`src/rtl/axi_lite_mem_master_if.sv`:
```
// ---------------------------------------------------------------------------
// axi_lite_mem_master_if
//   Bundles the CPU-side simple memory port and the AXI4-Lite master channels
//   used by axi_lite_mem_master.
//   master modport : the bridge (drives AXI requests and CPU completions)
//   slave  modport : the environment (CPU requester plus AXI slave)
//   CPU side : mem_rd_en, mem_wr_en, mem_is_fetch, mem_addr, mem_wr_data,
//              mem_wr_strb -> bridge ; mem_rd_ready, mem_rd_data,
//              mem_wr_done, mem_err <- bridge
//   AXI side : AW, W, B, AR, R channels (m_* signals)
// ---------------------------------------------------------------------------
interface axi_lite_mem_master_if #(
  parameter int ADDR_W = 32,
  parameter int DATA_W = 32
);
  // CPU memory port
  logic              mem_rd_en;
  logic              mem_wr_en;
  logic              mem_is_fetch;
  logic [ADDR_W-1:0] mem_addr;
  logic [DATA_W-1:0] mem_wr_data;
  logic [3:0]        mem_wr_strb;
  logic              mem_rd_ready;
  logic [DATA_W-1:0] mem_rd_data;
  logic              mem_wr_done;
  logic              mem_err;

  // AXI4-Lite master channels
  logic [ADDR_W-1:0] m_awaddr;
  logic [2:0]        m_awprot;
  logic              m_awvalid;
  logic              m_awready;
  logic [DATA_W-1:0] m_wdata;
  logic [3:0]        m_wstrb;
  logic              m_wvalid;
  logic              m_wready;
  logic [1:0]        m_bresp;
  logic              m_bvalid;
  logic              m_bready;
  logic [ADDR_W-1:0] m_araddr;
  logic [2:0]        m_arprot;
  logic              m_arvalid;
  logic              m_arready;
  logic [DATA_W-1:0] m_rdata;
  logic [1:0]        m_rresp;
  logic              m_rvalid;
  logic              m_rready;

  modport master (
    input  mem_rd_en, mem_wr_en, mem_is_fetch, mem_addr, mem_wr_data, mem_wr_strb,
    output mem_rd_ready, mem_rd_data, mem_wr_done, mem_err,
    output m_awaddr, m_awprot, m_awvalid, input m_awready,
    output m_wdata, m_wstrb, m_wvalid, input m_wready,
    input  m_bresp, m_bvalid, output m_bready,
    output m_araddr, m_arprot, m_arvalid, input m_arready,
    input  m_rdata, m_rresp, m_rvalid, output m_rready
  );

  modport slave (
    output mem_rd_en, mem_wr_en, mem_is_fetch, mem_addr, mem_wr_data, mem_wr_strb,
    input  mem_rd_ready, mem_rd_data, mem_wr_done, mem_err,
    input  m_awaddr, m_awprot, m_awvalid, output m_awready,
    input  m_wdata, m_wstrb, m_wvalid, output m_wready,
    output m_bresp, m_bvalid, input m_bready,
    input  m_araddr, m_arprot, m_arvalid, output m_arready,
    output m_rdata, m_rresp, m_rvalid, input m_rready
  );
endinterface

```
`src/rtl/axi_lite_mem_master.sv`:
```
// ---------------------------------------------------------------------------
// axi_lite_mem_master
//   Bridges a level-enabled CPU memory port onto one AXI4-Lite master with a
//   single outstanding transaction. Every AXI and CPU-side output is a flop.
//   Ports:
//     clock   : single clock
//     reset_n : asynchronous active-low reset
//     bus     : axi_lite_mem_master_if.master (CPU port + AXI channels)
// ---------------------------------------------------------------------------
module axi_lite_mem_master #(
  parameter int ADDR_W = 32,
  parameter int DATA_W = 32
) (
  input  logic                          clock,
  input  logic                          reset_n,
  axi_lite_mem_master_if.master         bus
);

  typedef enum logic [2:0] {IDLE, RD_ADDR, RD_DATA, WR_REQ, WR_RESP, DONE} state_e;

  state_e            state_q, state_d;
  logic              is_wr_q, is_wr_d;
  logic              err_q, err_d;
  logic              aw_done_q, aw_done_d;
  logic              w_done_q, w_done_d;
  logic [ADDR_W-1:0] araddr_q, araddr_d;
  logic [ADDR_W-1:0] awaddr_q, awaddr_d;
  logic [2:0]        arprot_q, arprot_d;
  logic [DATA_W-1:0] wdata_q, wdata_d;
  logic [3:0]        wstrb_q, wstrb_d;
  logic [DATA_W-1:0] rdata_q, rdata_d;
  logic              arvalid_q, arvalid_d;
  logic              rready_q, rready_d;
  logic              awvalid_q, awvalid_d;
  logic              wvalid_q, wvalid_d;
  logic              bready_q, bready_d;
  logic              rd_ready_q, rd_ready_d;
  logic              wr_done_q, wr_done_d;
  logic              err_pulse_q, err_pulse_d;

  // The bus is word addressed; the byte offset is deliberately discarded.
  logic [ADDR_W-1:0] word_addr;
  logic              addr_lsb_unused;
  assign word_addr       = {bus.mem_addr[ADDR_W-1:2], 2'b00};
  assign addr_lsb_unused = ^bus.mem_addr[1:0];

  always_comb begin
    state_d     = state_q;
    is_wr_d     = is_wr_q;
    err_d       = err_q;
    aw_done_d   = aw_done_q;
    w_done_d    = w_done_q;
    araddr_d    = araddr_q;
    awaddr_d    = awaddr_q;
    arprot_d    = arprot_q;
    wdata_d     = wdata_q;
    wstrb_d     = wstrb_q;
    rdata_d     = rdata_q;

    case (state_q)
      IDLE: begin
        // Writes win when both enables are high.
        if (bus.mem_wr_en) begin
          awaddr_d  = word_addr;
          wdata_d   = bus.mem_wr_data;
          wstrb_d   = bus.mem_wr_strb;
          is_wr_d   = 1'b1;
          err_d     = 1'b0;
          aw_done_d = 1'b0;
          w_done_d  = 1'b0;
          state_d   = WR_REQ;
        end else if (bus.mem_rd_en) begin
          araddr_d  = word_addr;
          arprot_d  = {bus.mem_is_fetch, 2'b00};
          is_wr_d   = 1'b0;
          err_d     = 1'b0;
          state_d   = RD_ADDR;
        end
      end
      RD_ADDR: begin
        if (arvalid_q && bus.m_arready) state_d = RD_DATA;
      end
      RD_DATA: begin
        if (rready_q && bus.m_rvalid) begin
          rdata_d = bus.m_rdata;
          err_d   = (bus.m_rresp != 2'b00);
          state_d = DONE;
        end
      end
      WR_REQ: begin
        // AW and W complete independently, in either order or together.
        if (awvalid_q && bus.m_awready) aw_done_d = 1'b1;
        if (wvalid_q && bus.m_wready)   w_done_d  = 1'b1;
        if (aw_done_d && w_done_d)      state_d   = WR_RESP;
      end
      WR_RESP: begin
        if (bready_q && bus.m_bvalid) begin
          err_d   = (bus.m_bresp != 2'b00);
          state_d = DONE;
        end
      end
      DONE:    state_d = IDLE;
      default: state_d = IDLE;
    endcase

    // Handshake and pulse outputs are registered copies of what the next
    // state implies, so no AXI input reaches an output combinationally.
    arvalid_d   = (state_d == RD_ADDR);
    rready_d    = (state_d == RD_DATA);
    awvalid_d   = (state_d == WR_REQ) && !aw_done_d;
    wvalid_d    = (state_d == WR_REQ) && !w_done_d;
    bready_d    = (state_d == WR_RESP);
    rd_ready_d  = (state_d == DONE) && !is_wr_d;
    wr_done_d   = (state_d == DONE) && is_wr_d;
    err_pulse_d = (state_d == DONE) && err_d;
  end

  always_ff @(posedge clock or negedge reset_n) begin
    if (!reset_n) begin
      state_q     <= IDLE;
      is_wr_q     <= 1'b0;
      err_q       <= 1'b0;
      aw_done_q   <= 1'b0;
      w_done_q    <= 1'b0;
      araddr_q    <= '0;
      awaddr_q    <= '0;
      arprot_q    <= '0;
      wdata_q     <= '0;
      wstrb_q     <= '0;
      rdata_q     <= '0;
      arvalid_q   <= 1'b0;
      rready_q    <= 1'b0;
      awvalid_q   <= 1'b0;
      wvalid_q    <= 1'b0;
      bready_q    <= 1'b0;
      rd_ready_q  <= 1'b0;
      wr_done_q   <= 1'b0;
      err_pulse_q <= 1'b0;
    end else begin
      state_q     <= state_d;
      is_wr_q     <= is_wr_d;
      err_q       <= err_d;
      aw_done_q   <= aw_done_d;
      w_done_q    <= w_done_d;
      araddr_q    <= araddr_d;
      awaddr_q    <= awaddr_d;
      arprot_q    <= arprot_d;
      wdata_q     <= wdata_d;
      wstrb_q     <= wstrb_d;
      rdata_q     <= rdata_d;
      arvalid_q   <= arvalid_d;
      rready_q    <= rready_d;
      awvalid_q   <= awvalid_d;
      wvalid_q    <= wvalid_d;
      bready_q    <= bready_d;
      rd_ready_q  <= rd_ready_d;
      wr_done_q   <= wr_done_d;
      err_pulse_q <= err_pulse_d;
    end
  end

  assign bus.m_awaddr     = awaddr_q;
  assign bus.m_awprot     = 3'b000;
  assign bus.m_awvalid    = awvalid_q;
  assign bus.m_wdata      = wdata_q;
  assign bus.m_wstrb      = wstrb_q;
  assign bus.m_wvalid     = wvalid_q;
  assign bus.m_bready     = bready_q;
  assign bus.m_araddr     = araddr_q;
  assign bus.m_arprot     = arprot_q;
  assign bus.m_arvalid    = arvalid_q;
  assign bus.m_rready     = rready_q;
  assign bus.mem_rd_ready = rd_ready_q;
  assign bus.mem_rd_data  = rdata_q;
  assign bus.mem_wr_done  = wr_done_q;
  assign bus.mem_err      = err_pulse_q;

endmodule

```
`src/flat_wrapper.sv`:
```
// flat-port wrapper written by rule: the top's interface ports become plain ports
module axi_lite_mem_master_flat 
#(
  parameter int ADDR_W = 32,
  parameter int DATA_W = 32
)
  (clock, reset_n, bus_mem_rd_en, bus_mem_wr_en, bus_mem_is_fetch, bus_mem_addr, bus_mem_wr_data, bus_mem_wr_strb, bus_mem_rd_ready, bus_mem_rd_data, bus_mem_wr_done, bus_mem_err, bus_m_awaddr, bus_m_awprot, bus_m_awvalid, bus_m_awready, bus_m_wdata, bus_m_wstrb, bus_m_wvalid, bus_m_wready, bus_m_bresp, bus_m_bvalid, bus_m_bready, bus_m_araddr, bus_m_arprot, bus_m_arvalid, bus_m_arready, bus_m_rdata, bus_m_rresp, bus_m_rvalid, bus_m_rready);
  axi_lite_mem_master_if #(.ADDR_W(ADDR_W), .DATA_W(DATA_W)) bus_i ();
  input  logic clock;
  input  logic reset_n;
  input wire logic [$bits(bus_i.mem_rd_en)-1:0] bus_mem_rd_en;
  input wire logic [$bits(bus_i.mem_wr_en)-1:0] bus_mem_wr_en;
  input wire logic [$bits(bus_i.mem_is_fetch)-1:0] bus_mem_is_fetch;
  input wire logic [$bits(bus_i.mem_addr)-1:0] bus_mem_addr;
  input wire logic [$bits(bus_i.mem_wr_data)-1:0] bus_mem_wr_data;
  input wire logic [$bits(bus_i.mem_wr_strb)-1:0] bus_mem_wr_strb;
  output wire logic [$bits(bus_i.mem_rd_ready)-1:0] bus_mem_rd_ready;
  output wire logic [$bits(bus_i.mem_rd_data)-1:0] bus_mem_rd_data;
  output wire logic [$bits(bus_i.mem_wr_done)-1:0] bus_mem_wr_done;
  output wire logic [$bits(bus_i.mem_err)-1:0] bus_mem_err;
  output wire logic [$bits(bus_i.m_awaddr)-1:0] bus_m_awaddr;
  output wire logic [$bits(bus_i.m_awprot)-1:0] bus_m_awprot;
  output wire logic [$bits(bus_i.m_awvalid)-1:0] bus_m_awvalid;
  input wire logic [$bits(bus_i.m_awready)-1:0] bus_m_awready;
  output wire logic [$bits(bus_i.m_wdata)-1:0] bus_m_wdata;
  output wire logic [$bits(bus_i.m_wstrb)-1:0] bus_m_wstrb;
  output wire logic [$bits(bus_i.m_wvalid)-1:0] bus_m_wvalid;
  input wire logic [$bits(bus_i.m_wready)-1:0] bus_m_wready;
  input wire logic [$bits(bus_i.m_bresp)-1:0] bus_m_bresp;
  input wire logic [$bits(bus_i.m_bvalid)-1:0] bus_m_bvalid;
  output wire logic [$bits(bus_i.m_bready)-1:0] bus_m_bready;
  output wire logic [$bits(bus_i.m_araddr)-1:0] bus_m_araddr;
  output wire logic [$bits(bus_i.m_arprot)-1:0] bus_m_arprot;
  output wire logic [$bits(bus_i.m_arvalid)-1:0] bus_m_arvalid;
  input wire logic [$bits(bus_i.m_arready)-1:0] bus_m_arready;
  input wire logic [$bits(bus_i.m_rdata)-1:0] bus_m_rdata;
  input wire logic [$bits(bus_i.m_rresp)-1:0] bus_m_rresp;
  input wire logic [$bits(bus_i.m_rvalid)-1:0] bus_m_rvalid;
  output wire logic [$bits(bus_i.m_rready)-1:0] bus_m_rready;
  assign bus_i.mem_rd_en = bus_mem_rd_en;
  assign bus_i.mem_wr_en = bus_mem_wr_en;
  assign bus_i.mem_is_fetch = bus_mem_is_fetch;
  assign bus_i.mem_addr = bus_mem_addr;
  assign bus_i.mem_wr_data = bus_mem_wr_data;
  assign bus_i.mem_wr_strb = bus_mem_wr_strb;
  assign bus_mem_rd_ready = bus_i.mem_rd_ready;
  assign bus_mem_rd_data = bus_i.mem_rd_data;
  assign bus_mem_wr_done = bus_i.mem_wr_done;
  assign bus_mem_err = bus_i.mem_err;
  assign bus_m_awaddr = bus_i.m_awaddr;
  assign bus_m_awprot = bus_i.m_awprot;
  assign bus_m_awvalid = bus_i.m_awvalid;
  assign bus_i.m_awready = bus_m_awready;
  assign bus_m_wdata = bus_i.m_wdata;
  assign bus_m_wstrb = bus_i.m_wstrb;
  assign bus_m_wvalid = bus_i.m_wvalid;
  assign bus_i.m_wready = bus_m_wready;
  assign bus_i.m_bresp = bus_m_bresp;
  assign bus_i.m_bvalid = bus_m_bvalid;
  assign bus_m_bready = bus_i.m_bready;
  assign bus_m_araddr = bus_i.m_araddr;
  assign bus_m_arprot = bus_i.m_arprot;
  assign bus_m_arvalid = bus_i.m_arvalid;
  assign bus_i.m_arready = bus_m_arready;
  assign bus_i.m_rdata = bus_m_rdata;
  assign bus_i.m_rresp = bus_m_rresp;
  assign bus_i.m_rvalid = bus_m_rvalid;
  assign bus_m_rready = bus_i.m_rready;
  axi_lite_mem_master #(.ADDR_W(ADDR_W), .DATA_W(DATA_W)) u_core (.clock(clock), .reset_n(reset_n), .bus(bus_i));
endmodule
```
`config.mk`:
```
export PLATFORM = sky130hd
export DESIGN_NAME = axi_lite_mem_master_flat
export DESIGN_NICKNAME = d
export VERILOG_FILES = /design/src/rtl/axi_lite_mem_master_if.sv /design/src/rtl/axi_lite_mem_master.sv /design/src/flat_wrapper.sv
export SDC_FILE = /design/constraint.sdc
export NUM_CORES = 1
export LEC_CHECK = 0
export ABC_AREA = 1
export CAP_MARGIN = 20
export CORE_ASPECT_RATIO = 0.6
export CORE_MARGIN = 2
export CORE_UTILIZATION = 42
export CTS_BUF_LIST = sky130_fd_sc_hd__clkbuf_4 sky130_fd_sc_hd__clkbuf_8
export DETAILED_ROUTE_END_ITERATION = 8
export GPL_TIMING_DRIVEN = 0
export PLACE_DENSITY = 0.81
export SLEW_MARGIN = 20
export SYNTH_ARGS = -nofsm -noshare
export SYNTH_HDL_FRONTEND = slang
export SYNTH_SLANG_ARGS = --single-unit
```
`constraint.sdc`:
```
create_clock -name clock -period 3.75 [get_ports clock]
set_input_delay 0.75 -clock clock [delete_from_list [all_inputs] [get_ports clock]]
set_output_delay 0.75 -clock clock [all_outputs]
set_load 0.05 [all_outputs]
```
==> impl_metrics.tcl <==
set metrics [dict create \
    status "finished, final reports clean" \
    finalCritPeriodShare_pct 63.91 \
    p_leak_nw 4.413 \
    num_rows 32 \
    post_cts_resized 0 \
    dr.pass1.iters 5 \
    yosysUniqueCellTypes 27 \
    setup_violations 0 \
    avgSynthCellArea_sq_um 9.237 \
    critical_path.max_fanout 2 \
    ys_seq_area_share_pct 63.53 \
    ios 260 \
    synth_area_sq_mm 0.005672 \
    grt_first_pass_wirelength_mm 25.26 \
    regToRegEndpoint "u_core.bus.m_araddr[29]" \
    setup_tns_ps 0 \
    fmax_mhz 417.3 \
    hold_class "in2async" \
    fp.dieH_um 94.02 \
    cp.required_ps 3000 \
    ant_nets 0 \
    met3_usage_pct 7.795 \
    clk_pin_slew_worst_paths_ps 90 \
    wl_mm 15.49 \
    layout_common_cells "nand2_1, clkdlybuf4s50_1, dfrtp_1, inv_1, o21ai_0" \
    portBuffers 248 \
    cp-start-kind "register" \
    grt_overflow_total 0 \
    dp_hpwl_mm 11.61 \
    grt.met2_usage_pct 35.01 \
    vdd_drop_max_mv 0.5406 \
    hold_buffers 0 \
    max-slew-margin-rel_pct 60.21 \
    n_antenna_cell 0 \
    period_needed_ps 2397 \
    initial_core_util_pct 43.59 \
    hold_ws_ps 267.2 \
    worstSetupEndpointType "primary output" \
    cts_buffer_depth 2 \
    drt_iter0_drc 247 \
    grtUsageTotal_pct 22.47 \
    hold_viol 0 \
    nets 1004 \
    grt_max_degree 79 \
    crit_chain "clkdlybuf4s50_1" \
    coreArea_sq_mm 0.01301 \
    antenna_found_initial 0 \
    reg2reg_slack_ps 2220 \
    grt.busiest_layer "met2" \
    path_class "reg2out" \
    rsz0062_at_grt "false" \
    cts_root_buf "clkbuf_8" \
    slowest_delay_ps 850 \
    grt_pass1_vias 4924 \
    r2r_cells 8 \
    cts_sinks 144 \
    final_common_cell "nand2_1" \
    syn_inst 614 \
    drive_gt1_share_pct 8.638 \
    post-route-util_pct 68.34 \
    synth_seq_cells 144 \
    cp_slowest_cell "clkdlybuf4s50_1" \
    arrival_ps 1650 \
    die_w_um 154.0 \
    area_growth_pct 56.78 \
    num_vias 4921 \
    rr_startpoint "u_core.state_q[1]" \
    powerDensity_mw_per_mm2 1005 \
    grtUsageMet1_pct 30.41 \
    clk-insertion-delay-late_ps 440 \
    h-tree-depth 4 \
    finalPower_w 0.008936 \
    placedCellCount 1041 \
    die_area_sq_mm 0.01448 \
    cpLargestDelayFamily "buffers and inverters" \
    finalClockSkew_ps 15.34 \
    cts_setup_buffers 0 \
    tightest_slew_ps 596.8 \
    cts_inserted_buffers 17 \
    layout.cells.non_filler 1073 \
    maxCapViolations 0 \
    cts_tree "built" \
    yosys_warnings 0 \
    slew_violations 0 \
    gp_congestion 0.8278 \
    wire_per_inst_um 14.44 \
    vias_per_cell 4.586 \
    cp_num_buf_inv 1 \
    drcViolationCount 0 \
]
==> per-stage QoR <==
stage | cell area, sq um | setup slack (ps)
final | 8892 | 1353
after global routing | 8892 | 1280
after CTS | 8892 | 1317
after detailed placement | 8429 | 1541
after global placement | 8397 | -3812
after floorplan | 5702 | 2286
==> layout make-up <==
class                   count  area [sq um]
fillers                  1023          4120
multi-input cells         398          1665
plain buffers              36         267.8
inverters                  44         165.2
clock inverters            12         206.4
well taps                 170         212.7
clock buffers              20         256.5
flip-flops and latches    144          3603
repair buffers            249          2515
==> Yosys cell counts, drive strengths merged <==
cell type	instances	area share, %
buf	31	4.4
nor2b	1	0.11
a21boi	1	0.13
nand2	292	20
nor2	13	1.1
a21o	1	0.13
nand3	13	1.5
dfrtp	144	64
or2	1	0.11
and2	1	0.11
a21oi	2	0.18
conb	1	0.066
o21a	1	0.13
inv	44	2.9
clkbuf	5	0.33
o21ai	63	5.8
==> cell families (layout without fill, tap and decap cells) <==
logic type | after synthesis | after routing | synth area share (%)
AND/OR/NAND/NOR | 321 | 321 | 22.37
flip-flops | 144 | 144 | 63.53
other | 1 | 9 | 0.06612
buffers and inverters | 80 | 361 | 7.633
AO/OA/AOI/OAI | 68 | 68 | 6.398
==> state kept, by name, summed over array words and instances (netlist names), 3 cells and up <==
| register | count |
|---|---|
| u_core.bus.m_wdata | 32 |
| u_core.state_q | 3 |
| u_core.bus.mem_rd_data | 32 |
| u_core.bus.m_awaddr | 30 |
| u_core.bus.m_araddr | 30 |
| u_core.bus.m_wstrb | 4 |
==> metal layers <==
layer / wire (um) / up-vias
li1: - / 2419
met1: 7012 / 2315
met2: 7043 / 175
met3: 1305 / 12
met4: 129 / 0
met5: 0 / -
==> how the worst max path moves through the flow <==
stage | start | endpoint | slack, ps | depth (start not counted)
after global placement | reset_n | u_core.bus.m_wdata[13] | -3810 | 1
after CTS | u_core.bus.m_arvalid | bus_m_arvalid | 1320 | 1
after floorplan | bus_m_rvalid | u_core.bus.mem_rd_data[10] | 2290 | 6
after detailed placement | bus_mem_wr_en | u_core.bus.m_wdata[23] | 1540 | 7
after global routing | u_core.bus.mem_rd_data[25] | bus_mem_rd_data[25] | 1280 | 1
final | u_core.bus.m_awaddr[31] | bus_m_awaddr[31] | 1350 | 1
==> report_power, final <==
group | internal, W | leakage [nW] | switching, W
Combinational | 0.00159 | 2.36 | 0.00334
Sequential | 0.00222 | 1.82 | 0.000362
Clock | 0.000822 | 0.233 | 0.000600
(Power assumes the default switching activity.)
